===== src/rtl/mips_pkg.sv =====
// Shared definitions for the fetch stage, the main decoder and their benches.
package mips_pkg;

  typedef enum logic [1:0] {
    IDLE  = 2'd0,
    FETCH = 2'd1,
    VALID = 2'd2,
    DROP  = 2'd3
  } fetch_state_e;

  localparam logic [31:0] RESET_PC_DEFAULT = 32'h0000_0000;

  localparam logic [5:0] OP_RTYPE = 6'b000000;
  localparam logic [5:0] OP_LW    = 6'b100011;
  localparam logic [5:0] OP_SW    = 6'b101011;
  localparam logic [5:0] OP_BEQ   = 6'b000100;
  localparam logic [5:0] OP_ADDI  = 6'b001000;

  // Instruction addresses are always word aligned.
  function automatic logic [31:0] word_align(input logic [31:0] addr);
    return {addr[31:2], 2'b00};
  endfunction

endpackage


===== src/rtl/ifetch_unit_pc_next_sel.sv =====
// Next-PC priority mux: redirect, then jump, then taken branch, then sequential.
module pc_next_sel
  import mips_pkg::*;
(
  input  logic        flush,
  input  logic [31:0] redirect_pc,
  input  logic        jump,
  input  logic [31:0] jump_target,
  input  logic        branch_taken,
  input  logic [31:0] branch_target,
  input  logic [31:0] pcplus4,
  output logic [31:0] next_pc
);

  // Select the highest-priority source and force word alignment.
  always_comb begin
    next_pc = pcplus4;
    if (flush)
      next_pc = redirect_pc;
    else if (jump)
      next_pc = jump_target;
    else if (branch_taken)
      next_pc = branch_target;
    next_pc = word_align(next_pc);
  end

endmodule


===== src/rtl/ifetch_unit.sv =====
// Instruction fetch stage: PC, imem handshake, instruction register, redirect.
module ifetch_unit
  import mips_pkg::*;
#(
  parameter logic [31:0] RESET_PC = RESET_PC_DEFAULT
) (
  input  logic        clk,
  input  logic        reset,
  output logic        imem_req,
  output logic [31:0] imem_addr,
  input  logic        imem_ready,
  input  logic [31:0] imem_rdata,
  output logic [31:0] instr,
  output logic [5:0]  op,
  output logic        instr_valid,
  input  logic        stall,
  input  logic        branch_taken,
  input  logic [31:0] branch_target,
  input  logic        jump,
  input  logic [31:0] jump_target,
  input  logic        flush,
  input  logic [31:0] redirect_pc,
  output logic [31:0] pc,
  output logic [31:0] pcplus4
);

  localparam logic [31:0] RESET_PC_AL = word_align(RESET_PC);

  fetch_state_e state;
  logic [31:0]  req_addr;
  logic [31:0]  next_pc;

  assign pcplus4   = pc + 32'd4;
  assign imem_req  = (state == FETCH) || (state == DROP);
  assign imem_addr = req_addr;
  assign op        = instr[31:26];

  // Redirect wins over control flow; jump/branch only matter on an accept in VALID.
  pc_next_sel u_pc_next_sel (
    .flush         (flush),
    .redirect_pc   (redirect_pc),
    .jump          (jump),
    .jump_target   (jump_target),
    .branch_taken  (branch_taken),
    .branch_target (branch_target),
    .pcplus4       (pcplus4),
    .next_pc       (next_pc)
  );

  // Fetch FSM: DROP keeps the in-flight request stable and discards its data.
  always_ff @(posedge clk or posedge reset) begin
    if (reset) begin
      state       <= IDLE;
      pc          <= RESET_PC_AL;
      req_addr    <= RESET_PC_AL;
      instr       <= '0;
      instr_valid <= 1'b0;
    end else begin
      case (state)
        IDLE: state <= FETCH;
        FETCH: begin
          if (flush) begin
            pc <= next_pc;
            if (imem_ready)
              req_addr <= next_pc;
            else
              state <= DROP;
          end else if (imem_ready) begin
            instr       <= imem_rdata;
            instr_valid <= 1'b1;
            state       <= VALID;
          end
        end
        VALID: begin
          if (flush || !stall) begin
            pc          <= next_pc;
            req_addr    <= next_pc;
            instr_valid <= 1'b0;
            state       <= FETCH;
          end
        end
        DROP: begin
          if (flush)
            pc <= next_pc;
          if (imem_ready) begin
            req_addr <= flush ? next_pc : pc;
            state    <= FETCH;
          end
        end
        default: state <= IDLE;
      endcase
    end
  end

endmodule

===== config.mk =====
export PLATFORM = sky130hd
export DESIGN_NAME = ifetch_unit
export DESIGN_NICKNAME = d
export VERILOG_FILES = /design/src/rtl/mips_pkg.sv /design/src/rtl/ifetch_unit_pc_next_sel.sv /design/src/rtl/ifetch_unit.sv
export SDC_FILE = /design/constraint.sdc
export NUM_CORES = 1
export LEC_CHECK = 0
export ABC_AREA = 1
export CAP_MARGIN = 0
export CELL_PAD_IN_SITES_DETAIL_PLACEMENT = 0
export CELL_PAD_IN_SITES_GLOBAL_PLACEMENT = 1
export CORE_MARGIN = 8
export CORE_UTILIZATION = 30
export DETAILED_ROUTE_END_ITERATION = 8
export GPL_TIMING_DRIVEN = 0
export PLACE_DENSITY_LB_ADDON = 0.1
export SYNTH_ARGS = -nofsm -noshare
export SYNTH_HDL_FRONTEND = slang
export SYNTH_SLANG_ARGS = --single-unit
export TNS_END_PERCENT = 10

===== constraint.sdc =====
create_clock -name clk -period 3.7 [get_ports clk]
set_input_delay 0.555 -clock clk [delete_from_list [all_inputs] [get_ports clk]]
set_output_delay 0.555 -clock clk [all_outputs]
set_load 0.1 [all_outputs]

==> impl_metrics.tcl, run 1 <==
set metrics [dict create \
    finalHoldViolations 0 \
    postSynthCellCount 1008 \
    die_height_um 164.4 \
    power.static_leakage_nw 4.698 \
    antenna_found_initial 0 \
    power.density_cell_area_mw_per_mm2 1024 \
    max-clock-path-buffers 2 \
    worstReg2RegEnd "imem_addr[12]" \
    htreeDepth 3 \
    setup_viol 0 \
    max_cap_violations 0 \
    postSynthRegisterBits 99 \
    synth_cell_type_count 42 \
    critical_path_arrival_ns 3.05 \
    wirelength_um 30150 \
    worst_case_hold_slack_ns 0.4688 \
    mappedNetlistArea_sq_mm 0.006603 \
    routedWlPerCell_um 19.24 \
    worst_hold_path_type "reg2reg" \
    cp_max_fanout 6 \
    internal_power_mw 3.663 \
    first_global_vias 7529 \
    non_filler_instance_count_after_layout 1567 \
    crit_type "reg2out" \
    worstMarginPinSlew_ns 1.052 \
    clock_transition_at_the_register_clock_pins_on_the_worst_setup_and_hold_paths_after_cts_ns 0.07 \
    multiInputGateArea_sq_mm 0.003560 \
    drive_gt1_share_pct 6.760 \
    clockPowerShare_pct 9.9 \
    fin_skew_ns 0.008527 \
    layout_commonest_cell "nand2_1" \
    clock_tree_from_tritoncts "yes" \
    clockRootBuffer "clkbuf_16" \
    rows 54 \
    total_switching_power_mw 6.517 \
    postRouteAntennaNets 0 \
    ctsHoldBuffers 0 \
    routabilityCongestion 0.8864 \
    coreArea_sq_mm 0.02169 \
    layout.cells.most_common_list "nand2_1, clkdlybuf4s50_1, nor2_1" \
    clk-insertion-delay-late_ns 0.35 \
    final.fill_count 2321 \
    worst_ep_required_time_ns 3.14 \
    final_layout_setup_total_negative_slack_ns 0 \
    grt_start_max_net_pins 58 \
    vias_per_cell 4.687 \
    dp_hpwl_um 24060 \
    detailroute.via_count 7345 \
    drc_errors 0 \
    post-route-min-period_ns 3.606 \
    chip_width_um 164.4 \
    cts_made_buffers 9 \
    number_of_top_level_pins 271 \
    rsz0062_at_grt "no" \
    edff_count_synth 0 \
    finalCritPeriodShare_pct 97.47 \
    post_place_cells 1551 \
    async_reset_ff_share_pct 100.0 \
    dr.first_iter.drc_count 516 \
    synthFlopType "dfrtp_1" \
    worst_ir_drop_vdd_mv 0.7831 \
    max_clock_freq_ghz 0.2773 \
    timing.critical_path.to_type "primary output" \
    areaGrowthSynthToFinish_pct 50.58 \
    sw_frac_of_total_pct 64.02 \
    number_of_optimization_iterations_in_the_first_detailed_route_pass 7 \
    critical_path.reg2reg.startpoint "pc[3]" \
    min-delay-start "instr[9]" \
    seqPwrFrac_pct 19.1 \
    run_status "finished clean" \
    worst_setup_path_start_kind "flop" \
    grt_pass1_wl_um 45410 \
    synth.avg_cell_area_sq_um 6.550 \
    register_area_sq_mm 0.002477 \
    reg2reg_depth 10 \
    whs_endpoint "instr[9]" \
    design.final.nets 1418 \
    grt_use_total_pct 22.21 \
    timing.max_slew.rel_slack_pct 29.65 \
    portBuffers 262 \
    power.combinational.fraction_pct 70.9 \
    antenna_cells 0 \
    start_util_pct 30.44 \
    rrSetupSlack_ns 1.35 \
    finalMaxSlewViolations 0 \
    die-area_sq_mm 0.02701 \
    synth.yosys.seq_area_share_pct 37.52 \
    yosysWarningCount 0 \
    grt_remaining_overflow 0 \
    hold_path_depth 2 \
    synthesis.nets 1144 \
    cts.sink_count 99 \
]
[registers in the layout (all words and copies together), names as in the netlist]
signal / cells
instr: 32
instr_valid: 1
imem_addr: 32
pc: 32
state: 2
[synth_stat cells, types with 11 or more instances]
cell      number  share of area (%)
nand2_1      456                 26
nor2_1       113                6.4
dfrtp_1       99                 38
nand3_1       57                4.3
inv_1         53                3.0
o21ai_0       48                3.6
clkbuf_1      25                1.4
a21oi_1       20                1.5
o21ai_1       17                1.3
buf_2         12               0.91
buf_4         11                1.3
o211ai_1      11                1.3
[cell families after synthesis]
family / share of synthesized area [%]
XOR/XNOR: 2.426
adder cells (fa/ha/maj): 0.1895
AO/OA/AOI/OAI: 10.93
flip-flops: 37.52
buffers and inverters: 8.679
AND/OR/NAND/NOR: 40.25
[power groups by stage]
stage / logic, mW / registers, mW / clock network [mW]
floorplan: 2.25 / 5.00 / 0
detailed placement: 7.25 / 1.95 / 0
global route: 7.54 / 2.01 / 1.08
finish: 7.22 / 1.95 / 1.01
CTS: 7.26 / 1.94 / 1.04
global placement: 7.25 / 1.95 / 0
[metal layers]
metal  track usage [%]  up-vias  wire length (um)
li1                  -     3703                 -
met1             29.40     3374             13730
met2             34.75      245             13350
met3             6.867       23              2631
met4             5.124        0               444
met5                 0        -                 0
[area by class of cell]
class	count	area share, %
multi-input cells	793	35.80
repair buffers	263	26.81
flip-flops and latches	99	24.92
well taps	280	3.524
plain buffers	57	3.486
clock buffers	11	2.542
inverters	59	2.303
clock inverters	5	0.6167
[per-stage QoR]
step	area [sq um]	power (mW)	setup WS, ns	util (%)
global route	9942	10.63	0.001010	45.84
CTS	9927	10.24	0.004835	45.77
detailed placement	9613	9.199	0.3852	44.32
global placement	9583	9.194	-1.290	44.18
floorplan	6610	7.251	-0.5403	-
finish	9942	10.18	0.09350	45.84
[what timing repair did]
action / in CTS / in global routing
setup endpoints to repair: 0 / 6
gates resized for setup: 0 / 6
buffers inserted: 0 / 0
[how the worst max path moves through the flow]
stage,startpoint,end,slack (ns),depth (start not counted)
after CTS,pc[3],pcplus4[24],0.005,8
final,pc[3],pcplus4[22],0.09,8
after detailed placement,pc[3],pcplus4[24],0.39,8
after floorplan,pc[2],pcplus4[11],-0.54,5
after global placement,reset,pc[19],-1.29,2
after global routing,pc[11],pcplus4[15],0.001,6
[worst max-delay path: stages (launching register included)]
cell and delay (ns):
dfrtp_1 0.53, ha_1 0.26, nand2_2 0.08, nor2_4 0.17
nand2_4 0.12, nor2_4 0.19, nand3_1 0.09, nand2_1 0.11
clkdlybuf4s50_1 1.14
Note: power is estimated with default switching activity, not from simulation.
==> run 2, diff against run 1 <==
--- a/config.mk
+++ b/config.mk
@@ -9,7 +9,6 @@
 export CAP_MARGIN = 0
 export CELL_PAD_IN_SITES_DETAIL_PLACEMENT = 0
 export CELL_PAD_IN_SITES_GLOBAL_PLACEMENT = 1
-export CORE_MARGIN = 8
 export CORE_UTILIZATION = 30
 export DETAILED_ROUTE_END_ITERATION = 8
 export GPL_TIMING_DRIVEN = 0
==> impl_metrics.tcl, run 2 (synthesized netlist as in run 1, its figures left out) <==
set metrics [dict create \
    run_status "finished clean" \
    cell_breakdown_of_the_critical_path "ha_1, nand2_2, nor2_4, nand2_4, nor2_4, nand3_1, nand2_1, clkdlybuf4s50_1" \
    startpoint "pc[3]" \
    layout_commonest_cell "nand2_1" \
    htreeDepth 3 \
    crit_path_frequent_cell "nor2_4" \
    detailroute.via_count 7403 \
    grt_remaining_overflow 0 \
    seqPwrFrac_pct 19.4 \
    final.fill_count 2283 \
    rows 53 \
    timing.max_slew.rel_slack_pct 31.61 \
    dp_hpwl_um 22310 \
    clk-insertion-delay-late_ns 0.35 \
    worst_setup_path_start_kind "flop" \
    number_of_optimization_iterations_in_the_first_detailed_route_pass 5 \
    vias_per_cell 4.739 \
    portBuffers 262 \
    dpl_worst_slack_ns 0.3787 \
    worstPathBufferInverterCount 1 \
    die-area_sq_mm 0.02261 \
    cp_max_fanout 6 \
    total_switching_power_mw 6.469 \
    drc_errors 0 \
    post_place_cells 1546 \
    crit_type "reg2out" \
    max_clock_freq_ghz 0.2775 \
    routabilityCongestion 0.9134 \
    clock_tree_from_tritoncts "yes" \
    critical-path-max-stage-delay_ns 1.13 \
    worst_ir_drop_vdd_mv 0.6784 \
    number_of_top_level_pins 271 \
    post-route-min-period_ns 3.604 \
    routedWlPerCell_um 18.18 \
    finalMaxSlewViolations 0 \
    final_layout_setup_total_negative_slack_ns 0 \
    die_height_um 150.4 \
    antenna_found_initial 0 \
    internal_power_mw 3.556 \
    non_filler_instance_count_after_layout 1562 \
    max_cap_violations 0 \
    power.density_cell_area_mw_per_mm2 1012 \
    cts_made_buffers 9 \
    antenna_cells 0 \
    timing.critical_path.to_type "primary output" \
    wirelength_um 28400 \
    worst_case_hold_slack_ns 0.4713 \
    design.final.nets 1418 \
    clockRootBuffer "clkbuf_16" \
    crit_family "buffers and inverters" \
    min-delay-start "instr[16]" \
    worstMarginPinSlew_ns 1.023 \
    areaGrowthSynthToFinish_pct 49.97 \
    critical_path.reg2reg.startpoint "pc[3]" \
    grt_pass1_wl_um 42050 \
    power.static_leakage_nw 4.696 \
    setup_viol 0 \
    start_util_pct 31.02 \
    worst_hold_path_type "reg2reg" \
    clock_transition_at_the_register_clock_pins_on_the_worst_setup_and_hold_paths_after_cts_ns 0.07 \
    post-cts-setup-buffers 0 \
    fin_skew_ns 0.01044 \
    sw_frac_of_total_pct 64.52 \
    worst_ep_required_time_ns 3.14 \
    layout.cells.most_common_list "nand2_1, clkdlybuf4s50_1, nor2_1" \
    first_global_vias 7109 \
    critical_path_arrival_ns 3.05 \
    power.combinational.fraction_pct 71.5 \
    postRouteAntennaNets 0 \
    cts.sink_count 99 \
    rsz0062_at_grt "no" \
    finalCritPeriodShare_pct 97.40 \
    multiInputGateArea_sq_mm 0.003560 \
    drive_gt1_share_pct 6.760 \
    clockPowerShare_pct 9.1 \
    grt_start_max_net_pins 68 \
    max-clock-path-buffers 2 \
    coreArea_sq_mm 0.02129 \
    layout_setup_ws_ns 0.09602 \
    register_area_sq_mm 0.002477 \
    chip_width_um 150.4 \
    cpMaxStageDelayCell "clkdlybuf4s50_1" \
    finalPower_mw 10.02 \
    dr.first_iter.drc_count 444 \
    grt_use_total_pct 25.31 \
    finalHoldViolations 0 \
]
run 2: cell count changes in the layout (fill, tap and decap cells not counted):
cell / before / now
clkinvlp_4: 0 / 2
dlymetal6s2s_1: 7 / 9
clkinv_2: 1 / 2
dlygate4sd2_1: 0 / 1
bufinv_16: 1 / 0
inv_6: 0 / 2
clkbuf_8: 5 / 3
clkinv_4: 4 / 2
clkdlybuf4s50_1: 256 / 253
run 2: metal layers:
layer  part of all wire (%)  vias up  track usage [%]
li1                       -     3705                -
met1                     46     3366            34.43
met2                     44      295            40.55
met3                    7.4       37            4.182
met4                    2.1        0            8.535
met5                      0        -                0
run 2: worst paths after layout:
| kind | end | slack (ns) | depth (start not counted) |
|---|---|---|---|
| setup / recovery | pcplus4[20] | 0.1 | 8 |
| hold / removal | instr[16] | 0.47 | 2 |
| setup reg to reg | imem_addr[12] | 1.37 | 10 |
| hold reg to reg | instr[16] | 0.47 | 2 |
| max in group asynchronous | pc[23] | 2.42 | 3 |
| min in group asynchronous | instr[13] | 0.58 | 2 |
run 2: stage by stage:
step | cell area (sq um) | utilization, %
5_1_grt | 9902 | 46.52
6_report | 9902 | 46.52
4_1_cts | 9882 | 46.42
2_1_floorplan | 6610 | -
3_3_place_gp | 9577 | 44.99
3_5_place_dp | 9607 | 45.13
run 2: worst min-delay path: cells and delay by family (launching register included):
family	cells	cell delay (ns)
flops	1	0.35
simple gates	2	0.09
run 2: what timing repair did:
item | in CTS | in global routing
setup endpoints to repair | 1 | 8
gates resized for setup | 1 | 8
hold buffers | 0 | 0
run 2: power by group through the flow:
stage	sequential [mW]	combinational (mW)	clock [mW]
after floorplan	5.00	2.25	0
after global placement	1.95	7.18	0
after detailed placement	1.95	7.18	0
after CTS	1.95	7.19	0.933
after global routing	2.01	7.45	0.972
final	1.95	7.16	0.912
run 2: cell type report:
class	count	share of cell area (%)
clock inverters	7	0.5181
well taps	275	3.475
flip-flops and latches	99	25.02
multi-input cells	793	35.95
inverters	59	2.312
plain buffers	57	3.500
clock buffers	9	2.274
repair buffers	263	26.95
==> run 3, diff against run 2 <==
--- a/config.mk
+++ b/config.mk
@@ -13,6 +13,7 @@
 export DETAILED_ROUTE_END_ITERATION = 8
 export GPL_TIMING_DRIVEN = 0
 export PLACE_DENSITY_LB_ADDON = 0.1
+export REMOVE_ABC_BUFFERS = 1
 export SYNTH_ARGS = -nofsm -noshare
 export SYNTH_HDL_FRONTEND = slang
 export SYNTH_SLANG_ARGS = --single-unit
==> impl_metrics.tcl, run 3 (synthesized netlist as in run 1, its figures left out) <==
set metrics [dict create \
    worst_hold_path_type "reg2reg" \
    worst_ir_drop_vdd_mv 0.7589 \
    worst_ep_required_time_ns 3.14 \
    coreArea_sq_mm 0.02129 \
    ctsHoldBuffers 0 \
    routabilityCongestion 0.7846 \
    grt_remaining_overflow 0 \
    number_of_top_level_pins 271 \
    finish.instance_area_sq_mm 0.009714 \
    power.density_cell_area_mw_per_mm2 1018 \
    power.static_leakage_nw 4.539 \
    final_layout_setup_total_negative_slack_ns 0 \
    wirelength_um 25020 \
    antenna_cells 0 \
    detailroute.via_count 7161 \
    clock_transition_at_the_register_clock_pins_on_the_worst_setup_and_hold_paths_after_cts_ns 0.08 \
    routedWlPerCell_um 16.54 \
    timing.max_slew.rel_slack_pct 26.23 \
    max_clock_freq_ghz 0.2798 \
    fin_skew_ns 0.01132 \
    start_util_pct 31.02 \
    dpl_worst_slack_ns -0.8074 \
    layout.core_utilization_pct 45.64 \
    drive_gt1_share_pct 5.574 \
    drc_errors 0 \
    post-route-min-period_ns 3.574 \
    layout_setup_ws_ns 0.1262 \
    max-clock-path-buffers 2 \
    layout.cells.most_common_list "nand2_1, clkdlybuf4s50_1, nor2_1" \
    final.fill_count 2243 \
    grt_use_total_pct 22.41 \
    cts.sink_count 99 \
    postRouteAntennaNets 0 \
    clock_tree_from_tritoncts "yes" \
    layout_commonest_cell "nand2_1" \
    dp_hpwl_um 17570 \
    rows 53 \
    clockRootBuffer "clkbuf_16" \
    finalMaxSlewViolations 0 \
    grt_pass1_wl_um 38030 \
    worst_setup_path_start_kind "flop" \
    post_place_cells 1497 \
    antenna_found_initial 1 \
    run_status "finished clean" \
    dpl-instance-area_sq_mm 0.009410 \
    max_cap_violations 0 \
    htreeDepth 3 \
    number_of_optimization_iterations_in_the_first_detailed_route_pass 5 \
    finalCritPeriodShare_pct 96.59 \
    worstMarginPinSlew_ns 1.103 \
    finalHoldViolations 0 \
    cts_made_buffers 9 \
    vias_per_cell 4.733 \
    design.final.nets 1369 \
    critical_path_arrival_ns 3.02 \
    clk-insertion-delay-late_ns 0.36 \
    grt_start_max_net_pins 61 \
    die_height_um 150.4 \
    dr.first_iter.drc_count 384 \
    chip_width_um 150.4 \
    crit_type "reg2out" \
    first_global_vias 6678 \
    areaGrowthSynthToFinish_pct 47.13 \
    non_filler_instance_count_after_layout 1513 \
    die-area_sq_mm 0.02261 \
    rsz0062_at_grt "no" \
    portBuffers 264 \
    timing.critical_path.to_type "primary output" \
    cp_max_fanout 6 \
    setup_viol 0 \
]
[run 3: per-layer routing]
metal  part of all wire (%)  global-route usage, %  wire length (um)  up-vias
li1                       -                      -                 -     3606
met1                     47                  29.87             11690     3328
met2                     46                  37.30             11400      208
met3                    6.7                  4.636              1664       17
met4                   0.99                  4.495               248        2
met5                  0.052                      0                13        -
[run 3: where the power goes]
group | total, mW | leakage (nW) | switching [mW] | internal [mW]
Clock | 0.960 | 0.135 | 0.491 | 0.469
Sequential | 1.92 | 1.22 | 0.403 | 1.52
Combinational | 7.01 | 3.19 | 5.49 | 1.52
[run 3: path summary, 6_finish.rpt]
kind                                from            end  slack (ns)  cells past startpoint
worst max-delay path               pc[3]    pcplus4[26]        0.13                      8
worst min-delay path            instr[0]       instr[0]        0.47                      2
worst max register to register  state[0]  imem_addr[20]        0.25                      7
worst min register to register  instr[0]       instr[0]        0.47                      2
max in group asynchronous          reset  imem_addr[20]        2.32                      3
min in group asynchronous          reset   imem_addr[4]        0.68                      2
[run 3: layout make-up]
type / instances / area [sq um] / share of cell area [%]
Clock buffer: 9 / 225.2 / 2.318
Clock inverter: 7 / 60.06 / 0.6182
Inverter: 59 / 230.2 / 2.370
Multi-Input combinational cell: 793 / 3566 / 36.71
Sequential cell: 99 / 2479 / 25.52
Tap cell: 275 / 344.1 / 3.542
Timing Repair Buffer: 271 / 2810 / 28.93
[run 3: through the flow]
step           power [mW]  hold WS, ns
2_1_floorplan       7.103       0.4728
3_3_place_gp        8.917       0.4526
3_5_place_dp        8.966       0.4582
4_1_cts             9.951       0.4757
5_1_grt             10.31       0.4948
6_report            9.893       0.4705
[run 3: timing repair]
item / 4_1_cts / 5_1_grt
buffers inserted: 0 / 0
cloned: 0 / 0
pin swaps: 0 / 0
setup endpoints to repair: 32 / 5
resized for setup: 2 / 5
[run 3: worst max-delay path: stages, from the launching register on]
cell	delay, ns
dfrtp_1	0.47
ha_1	0.24
nand2_2	0.08
nor2_4	0.18
nand2_4	0.12
nor2_4	0.20
nand3_1	0.12
nand2_1	0.08
clkdlybuf4s50_1	1.15
